## config.mk

```make
export PLATFORM = sky130hd
export DESIGN_NAME = rf_write_arbiter_flat
export DESIGN_NICKNAME = d
export VERILOG_FILES = /design/src/rtl/rf_write_arbiter_if.sv /design/src/rtl/rf_write_arbiter.sv /design/src/flat_wrapper.sv
export SDC_FILE = /design/constraint.sdc
export NUM_CORES = 1
export LEC_CHECK = 0
export ABC_AREA = 1
export CAP_MARGIN = 20
export CORE_MARGIN = 3
export CORE_UTILIZATION = 50
export DETAILED_ROUTE_END_ITERATION = 8
export GPL_ROUTABILITY_DRIVEN = 0
export PLACE_DENSITY = 0.88
export SLEW_MARGIN = 20
export SYNTH_ARGS = -nofsm -noshare
export SYNTH_HDL_FRONTEND = slang
export SYNTH_SLANG_ARGS = --single-unit
```

## constraint.sdc

```tcl
create_clock -name clk -period 3.2 [get_ports clk]
set_input_delay 0.32 -clock clk [delete_from_list [all_inputs] [get_ports clk]]
set_output_delay 0.32 -clock clk [all_outputs]
set_load 0.02 [all_outputs]
```

## src/rtl/rf_write_arbiter_if.sv

```systemverilog
`default_nettype none
// ============================================================================
// Module      : rf_write_arbiter_if
// Description : Bundle of the requester handshakes, scoreboard query/reserve
//               signals and the register-file write port.
// Revision    : 1.0 - initial release
// ============================================================================
interface rf_write_arbiter_if #(
  parameter int DATA_WIDTH = 32
);
  // pipeline writeback requester
  logic                  p0_valid;
  logic [4:0]            p0_addr;
  logic [DATA_WIDTH-1:0] p0_data;
  logic                  p0_ready;
  // long-latency unit requester
  logic                  p1_valid;
  logic [4:0]            p1_addr;
  logic [DATA_WIDTH-1:0] p1_data;
  logic                  p1_ready;
  // destination reservation at issue
  logic                  rsv_valid;
  logic [4:0]            rsv_addr;
  logic                  rsv_ready;
  // hazard queries
  logic [4:0]            q_a1;
  logic [4:0]            q_a2;
  logic                  q_busy1;
  logic                  q_busy2;
  // register file write port
  logic                  we3;
  logic [4:0]            a3;
  logic [DATA_WIDTH-1:0] wd3;

  modport master (
    output p0_valid, p0_addr, p0_data, input p0_ready,
    output p1_valid, p1_addr, p1_data, input p1_ready,
    output rsv_valid, rsv_addr, input rsv_ready,
    output q_a1, q_a2, input q_busy1, q_busy2,
    input  we3, a3, wd3
  );

  modport slave (
    input  p0_valid, p0_addr, p0_data, output p0_ready,
    input  p1_valid, p1_addr, p1_data, output p1_ready,
    input  rsv_valid, rsv_addr, output rsv_ready,
    input  q_a1, q_a2, output q_busy1, q_busy2,
    output we3, a3, wd3
  );
endinterface
`default_nettype wire

```

## src/rtl/rf_write_arbiter.sv

```systemverilog
`default_nettype none
// ============================================================================
// Module      : rf_write_arbiter
// Description : Shares the register file write port between the in-order
//               writeback (port 0) and a long-latency unit (port 1), and keeps
//               a pending-write scoreboard for registers owed a port-1 result.
// Revision    : 1.0 - initial release
// ============================================================================
module rf_write_arbiter #(
  parameter int          DATA_WIDTH = 32,
  parameter int unsigned NREG       = 32
) (
  input  logic              clk,
  input  logic              rst,
  rf_write_arbiter_if.slave bus
);

  localparam logic [4:0] ZERO_ADDR = 5'd0;

  // Busy lookup; register 0 is never tracked and always reads as free.
  function automatic logic busy_at(input logic [NREG-1:0] vec, input logic [4:0] addr);
    logic r;
    r = 1'b0;
    for (int i = 1; i < int'(NREG); i++) begin
      if (addr == 5'(i)) r = vec[i];
    end
    return r;
  endfunction

  logic [NREG-1:0]       busy_q,       busy_d;
  logic                  last_grant_q, last_grant_d;  // 1: port 1 was granted last
  logic                  we3_q,        we3_d;
  logic [4:0]            a3_q,         a3_d;
  logic [DATA_WIDTH-1:0] wd3_q,        wd3_d;
  logic                  clr_pend_q,   clr_pend_d;
  logic [4:0]            clr_addr_q,   clr_addr_d;

  logic p0_elig, p1_elig;
  logic grant0, grant1;
  logic rsv_ok, rsv_fire;

  // Eligibility and round-robin arbitration; nothing is granted while in reset.
  always_comb begin
    p0_elig  = bus.p0_valid &&
               (!busy_at(busy_q, bus.p0_addr) || bus.p0_addr == ZERO_ADDR);
    p1_elig  = bus.p1_valid;
    grant0   = rst && p0_elig && (!p1_elig || last_grant_q);
    grant1   = rst && p1_elig && (!p0_elig || !last_grant_q);
    rsv_ok   = rst && (!busy_at(busy_q, bus.rsv_addr) || bus.rsv_addr == ZERO_ADDR);
    rsv_fire = rsv_ok && bus.rsv_valid && (bus.rsv_addr != ZERO_ADDR);
  end

  // Next state: commit stage, grant history and scoreboard (set beats clear).
  always_comb begin
    we3_d        = 1'b0;
    a3_d         = a3_q;
    wd3_d        = wd3_q;
    last_grant_d = last_grant_q;
    clr_pend_d   = grant1;
    clr_addr_d   = clr_addr_q;
    busy_d       = busy_q;

    if (grant0) begin
      we3_d        = (bus.p0_addr != ZERO_ADDR);
      a3_d         = bus.p0_addr;
      wd3_d        = bus.p0_data;
      last_grant_d = 1'b0;
    end else if (grant1) begin
      we3_d        = (bus.p1_addr != ZERO_ADDR);
      a3_d         = bus.p1_addr;
      wd3_d        = bus.p1_data;
      last_grant_d = 1'b1;
      clr_addr_d   = bus.p1_addr;
    end

    // The clear lands on the same edge the register file takes the data.
    for (int i = 0; i < int'(NREG); i++) begin
      if (clr_pend_q && clr_addr_q == 5'(i)) busy_d[i] = 1'b0;
      if (rsv_fire && bus.rsv_addr == 5'(i)) busy_d[i] = 1'b1;
    end
    busy_d[0] = 1'b0;
  end

  // State registers with asynchronous active-low reset.
  always_ff @(posedge clk or negedge rst) begin
    if (!rst) begin
      busy_q       <= '0;
      last_grant_q <= 1'b1;
      we3_q        <= 1'b0;
      a3_q         <= '0;
      wd3_q        <= '0;
      clr_pend_q   <= 1'b0;
      clr_addr_q   <= '0;
    end else begin
      busy_q       <= busy_d;
      last_grant_q <= last_grant_d;
      we3_q        <= we3_d;
      a3_q         <= a3_d;
      wd3_q        <= wd3_d;
      clr_pend_q   <= clr_pend_d;
      clr_addr_q   <= clr_addr_d;
    end
  end

  // Outputs: handshake readies, hazard queries and the registered write port.
  always_comb begin
    bus.p0_ready  = grant0;
    bus.p1_ready  = grant1;
    bus.rsv_ready = rsv_ok;
    bus.q_busy1   = busy_at(busy_q, bus.q_a1);
    bus.q_busy2   = busy_at(busy_q, bus.q_a2);
    bus.we3       = we3_q;
    bus.a3        = a3_q;
    bus.wd3       = wd3_q;
  end

endmodule
`default_nettype wire

```

## src/flat_wrapper.sv

```systemverilog
// flat-port wrapper written by rule: the top's interface ports become plain ports
module rf_write_arbiter_flat 
#(
  parameter int          DATA_WIDTH = 32,
  parameter int unsigned NREG       = 32
)
  (clk, rst, bus_p0_valid, bus_p0_addr, bus_p0_data, bus_p0_ready, bus_p1_valid, bus_p1_addr, bus_p1_data, bus_p1_ready, bus_rsv_valid, bus_rsv_addr, bus_rsv_ready, bus_q_a1, bus_q_a2, bus_q_busy1, bus_q_busy2, bus_we3, bus_a3, bus_wd3);
  rf_write_arbiter_if #(.DATA_WIDTH(DATA_WIDTH)) bus_i ();
  input  logic clk;
  input  logic rst;
  input wire logic [$bits(bus_i.p0_valid)-1:0] bus_p0_valid;
  input wire logic [$bits(bus_i.p0_addr)-1:0] bus_p0_addr;
  input wire logic [$bits(bus_i.p0_data)-1:0] bus_p0_data;
  output wire logic [$bits(bus_i.p0_ready)-1:0] bus_p0_ready;
  input wire logic [$bits(bus_i.p1_valid)-1:0] bus_p1_valid;
  input wire logic [$bits(bus_i.p1_addr)-1:0] bus_p1_addr;
  input wire logic [$bits(bus_i.p1_data)-1:0] bus_p1_data;
  output wire logic [$bits(bus_i.p1_ready)-1:0] bus_p1_ready;
  input wire logic [$bits(bus_i.rsv_valid)-1:0] bus_rsv_valid;
  input wire logic [$bits(bus_i.rsv_addr)-1:0] bus_rsv_addr;
  output wire logic [$bits(bus_i.rsv_ready)-1:0] bus_rsv_ready;
  input wire logic [$bits(bus_i.q_a1)-1:0] bus_q_a1;
  input wire logic [$bits(bus_i.q_a2)-1:0] bus_q_a2;
  output wire logic [$bits(bus_i.q_busy1)-1:0] bus_q_busy1;
  output wire logic [$bits(bus_i.q_busy2)-1:0] bus_q_busy2;
  output wire logic [$bits(bus_i.we3)-1:0] bus_we3;
  output wire logic [$bits(bus_i.a3)-1:0] bus_a3;
  output wire logic [$bits(bus_i.wd3)-1:0] bus_wd3;
  assign bus_i.p0_valid = bus_p0_valid;
  assign bus_i.p0_addr = bus_p0_addr;
  assign bus_i.p0_data = bus_p0_data;
  assign bus_p0_ready = bus_i.p0_ready;
  assign bus_i.p1_valid = bus_p1_valid;
  assign bus_i.p1_addr = bus_p1_addr;
  assign bus_i.p1_data = bus_p1_data;
  assign bus_p1_ready = bus_i.p1_ready;
  assign bus_i.rsv_valid = bus_rsv_valid;
  assign bus_i.rsv_addr = bus_rsv_addr;
  assign bus_rsv_ready = bus_i.rsv_ready;
  assign bus_i.q_a1 = bus_q_a1;
  assign bus_i.q_a2 = bus_q_a2;
  assign bus_q_busy1 = bus_i.q_busy1;
  assign bus_q_busy2 = bus_i.q_busy2;
  assign bus_we3 = bus_i.we3;
  assign bus_a3 = bus_i.a3;
  assign bus_wd3 = bus_i.wd3;
  rf_write_arbiter #(.DATA_WIDTH(DATA_WIDTH), .NREG(NREG)) u_core (.clk(clk), .rst(rst), .bus(bus_i));
endmodule
```

==> results.toml, run 1 <==
[routing]
firstDrtPassIters = 9
totalWireLength_um = 23300
routed_wire_length_per_instance_um = 18.7
detail_route.vias_per_cell = 6.09
detail_route.iter0.violations = 1406
num_vias = 7559
drc = 39
ant_nets = 0

[clock_network]
cts_tree = "yes"
clock_sinks = 76
buffers_from_clock_root_to_sink_at_most = 2
clkLatencyLatePin_ns = 0.37
cts_root_buffer = "sky130_fd_sc_hd__clkbuf_8"
clkTransAtPathRegs_ns = 0.08
htreeDepth = 3
cts_buffers = 9

[worst_setup_path]
crit_path_start_kind = "flip-flop"
worstPathArrival_ns = 3.01
cp_data_required_time_ns = 2.88
worst_setup_path_end_kind = "primary output"
r2r_cells = 28
timing.reg2reg.setup_slack_ns = -0.03
path_max_fanout = 3
timing.setup.critical_path_class = "flip-flop to primary output"

[place]
detail_placement_hpwl_um = 15400
buffer_ports.inserted = 136
pre_cts_setup_slack_ns = -0.555
detailed_place.area_um2 = 7740

[die]
io_pins = 137
die_area_um2 = 12100
row_count = 37
die_height_um = 110
initial_utilization_pct = 52.0
core-area_um2 = 10400
die_w_um = 110

[logic_synthesis]
post_synth_xor_area_fraction_pct = 0
syn-instance-count = 850
synth-seq-area-share_pct = 35.2
synth_adder_area_share_pct = 0
synth.net_count = 944
dominantRegCellSynth = "sky130_fd_sc_hd__dfrtp_1"
async_reset_ff_share_pct = 100
synth_compound_area_share_pct = 9.02
synthesis.area_um2 = 5410
synth-simple-area-share_pct = 45.7
synthesis.area_per_instance_um2 = 6.37
ys_warn_count = 0
synth_edf_count = 0
synth_top_family_by_area = "simple AND/OR/NAND/NOR gates"
postSynthRegisterBits = 76
yosysUniqueCellTypes = 36
synth_mux_area_share_pct = 0

[power]
report.power.total_mw = 4.39
static-leakage-power_nw = 4.10
pwr_density_cell_nw_per_um2 = 524
irDropWorstVdd_v = 0.000475

[flow_run]
drv.max_cap_violation_count = 0

[sta]
report.final.slew_viol_count = 0
timing.final.crit_share_pct = 104
post-route-min-period_ns = 3.33
maxSlewHeadroom_pct = 45.0
setup_repair_after_global_routing_missed_its_margin = "yes"
fmaxAchievable_mhz = 300
timing.final.hold_violations = 0
worst_margin_pin_slew_ns = 0.821
setup-violations-final = 5
fin_worst_skew_ns = 0.0214
hold-worst-slack_ns = 0.407
setup_ws_ns = -0.131

[finish]
n_antenna_cell = 0
nets = 1194
synthToLayoutAreaGrowth_pct = 54.7
post_route_cells_drive_above_1_share_pct = 20.0
num-fill-cells = 638
post-route-cell-area_um2 = 8370

[outcome]
violations = "DRC, setup timing"
run_status = "finished, violations left"

[worst_hold_path]
min_delay_path_depth = 4
hold_path_class = "input pin to flip-flop"

[grt]
antenna_found_initial = 0
first_pass_grt_wire_length_um = 31100
gr-usage-all-layers_pct = 33.2
first_global_vias = 6364
grt.overflow.total = 0
grt_start_max_net_pins = 59
-- Yosys cell counts (2+ instances only) --
cell type | instances | area (um2)
sky130_fd_sc_hd__a31oi_1 | 3 | 18.8
sky130_fd_sc_hd__nor2_2 | 2 | 12.5
sky130_fd_sc_hd__a31o_2 | 2 | 17.5
sky130_fd_sc_hd__o41ai_1 | 2 | 17.5
sky130_fd_sc_hd__nor4_1 | 4 | 25.0
sky130_fd_sc_hd__a21oi_1 | 5 | 25.0
sky130_fd_sc_hd__o21ai_1 | 4 | 20.0
sky130_fd_sc_hd__nor3_1 | 24 | 120
sky130_fd_sc_hd__inv_2 | 6 | 22.5
sky130_fd_sc_hd__dfrtp_1 | 75 | 1880
sky130_fd_sc_hd__clkbuf_1 | 25 | 93.8
sky130_fd_sc_hd__nand2_2 | 2 | 12.5
sky130_fd_sc_hd__o21ai_0 | 34 | 170
sky130_fd_sc_hd__nand2_1 | 276 | 1040
sky130_fd_sc_hd__buf_2 | 14 | 70.1
sky130_fd_sc_hd__inv_1 | 94 | 353
sky130_fd_sc_hd__nand3_1 | 73 | 365
sky130_fd_sc_hd__nand4_1 | 88 | 551
sky130_fd_sc_hd__a221oi_1 | 2 | 17.5
sky130_fd_sc_hd__nor2_1 | 78 | 293
sky130_fd_sc_hd__o211ai_1 | 8 | 60.1
sky130_fd_sc_hd__o2111ai_1 | 4 | 35.0
sky130_fd_sc_hd__o22ai_1 | 10 | 62.6
sky130_fd_sc_hd__or2_2 | 3 | 18.8
-- critical path: stages (launching register included) --
cell and delay, ns:
sky130_fd_sc_hd__dfrtp_2 0.44, sky130_fd_sc_hd__inv_2 0.09, sky130_fd_sc_hd__nand3_2 0.08, sky130_fd_sc_hd__nand2_1 0.08, sky130_fd_sc_hd__inv_1 0.05, sky130_fd_sc_hd__nand2_1 0.07
sky130_fd_sc_hd__nand2_1 0.05, sky130_fd_sc_hd__nand2_1 0.06, sky130_fd_sc_hd__nand4_1 0.07, sky130_fd_sc_hd__nor2_1 0.10, sky130_fd_sc_hd__nand4_1 0.09, sky130_fd_sc_hd__nand2_1 0.07
sky130_fd_sc_hd__nand3_1 0.06, sky130_fd_sc_hd__nand2_1 0.06, sky130_fd_sc_hd__nand4_1 0.07, sky130_fd_sc_hd__nand2_1 0.08, sky130_fd_sc_hd__nand4_1 0.08, sky130_fd_sc_hd__nor2_1 0.17
sky130_fd_sc_hd__nand4_1 0.15, sky130_fd_sc_hd__nand2_2 0.14, sky130_fd_sc_hd__nand4_4 0.09, sky130_fd_sc_hd__nor2_4 0.15, sky130_fd_sc_hd__nand2_2 0.08, sky130_fd_sc_hd__nand2_2 0.08
sky130_fd_sc_hd__inv_2 0.06, sky130_fd_sc_hd__buf_6 0.12
-- layout by cell type, fill, tap and decap left out, types with 4 or more instances in the layout --
cell type,count
sky130_fd_sc_hd__a21oi_1,5
sky130_fd_sc_hd__buf_4,129
sky130_fd_sc_hd__buf_6,12
sky130_fd_sc_hd__clkbuf_8,9
sky130_fd_sc_hd__clkdlybuf4s50_1,114
sky130_fd_sc_hd__dfrtp_1,72
sky130_fd_sc_hd__dlygate4sd2_1,4
sky130_fd_sc_hd__dlymetal6s2s_1,10
sky130_fd_sc_hd__inv_1,87
sky130_fd_sc_hd__inv_2,12
sky130_fd_sc_hd__nand2_1,268
sky130_fd_sc_hd__nand2_2,9
sky130_fd_sc_hd__nand3_1,68
sky130_fd_sc_hd__nand3_2,5
sky130_fd_sc_hd__nand4_1,88
sky130_fd_sc_hd__nor2_1,69
sky130_fd_sc_hd__nor2_2,9
sky130_fd_sc_hd__nor3_1,22
sky130_fd_sc_hd__nor4_1,4
sky130_fd_sc_hd__o2111ai_1,4
sky130_fd_sc_hd__o211ai_1,8
sky130_fd_sc_hd__o21ai_0,31
sky130_fd_sc_hd__o21ai_1,5
sky130_fd_sc_hd__o22ai_1,9
-- state kept, by name, summed over array words and instances, names as in the netlist --
signal               cells
u_core.bus.wd3          32
u_core.busy_q           31
u_core.bus.a3            5
u_core.clr_addr_q        5
u_core.bus.we3           1
u_core.clr_pend_q        1
u_core.last_grant_q      1
-- power breakdown --
| group | leakage (nW) | switching, mW | internal [mW] |
|---|---|---|---|
| combinational | 3.12 | 1.10 | 0.811 |
| clock | 0.111 | 0.378 | 0.441 |
| sequential | 0.871 | 0.409 | 1.25 |
| total | 4.10 | 1.89 | 2.50 |
-- metal layers --
metal	part of all wire [%]	up-vias	global-route usage (%)
met5	0	-	0
met4	6.5	0	16.6
met3	13	188	8.50
met2	45	599	50.6
met1	35	3415	43.6
li1	-	3357	-
-- per-stage QoR --
stage | utilization (%) | setup TNS (ns) | cells
detailed placement | 74.3 | -19.92 | 1209
floorplan | - | 0 | 850
CTS | 76.6 | 0 | 1229
finish | 80.4 | -0.206 | 1241
global route | 80.4 | -6.66 | 1241
global placement | 74.3 | -15.70 | 1209
-- final timing paths --
kind | to | startpoint
worst min-delay path | u_core.busy_q[8]$_DFFE_PN0P_ | bus_rsv_addr[1]
max in group asynchronous | u_core.busy_q[2]$_DFFE_PN0P_ | rst
min in group asynchronous | u_core.bus.wd3[31]$_DFFE_PN0P_ | rst
worst min register to register | u_core.bus.wd3[24]$_DFFE_PN0P_ | u_core.bus.wd3[24]$_DFFE_PN0P_
worst max register to register | u_core.bus.wd3[3]$_DFFE_PN0P_ | u_core.busy_q[3]$_DFFE_PN0P_
worst max-delay path | bus_p1_ready | u_core.busy_q[3]$_DFFE_PN0P_
-- layout make-up --
type                            instances  area, um2  area share (%)
Multi-Input combinational cell        633       3100            37.1
Timing Repair Buffer                  279       2580            30.9
Sequential cell                        76       1910            22.8
Inverter                              101        392            4.68
Tap cell                              136        170            2.03
Clock buffer                           10        128            1.52
Clock inverter                          6       87.6            1.05
-- timing repair --
item	4_1_cts	5_1_grt
resized for setup	32	86
hold endpoints to repair	10	0
gates cloned	0	4
setup buffers	3	9
pin swaps	0	35
endpoints found under the setup margin	38	43
hold buffers	1	0
-- cells by family (layout without fill, tap and decap cells) --
| group | after synthesis | after routing |
|---|---|---|
| flops | 76 | 76 |
| simple gates | 554 | 554 |
| buf+inv | 141 | 396 |
| compound gates | 79 | 79 |
(Power assumes the default switching activity.)
==> run 2, diff against run 1 <==
HOLD_SLACK_MARGIN = 0.03   (was default)
==> results of run 2 <==
No change in the layout: final DEF, timing and power equal those of run 1.
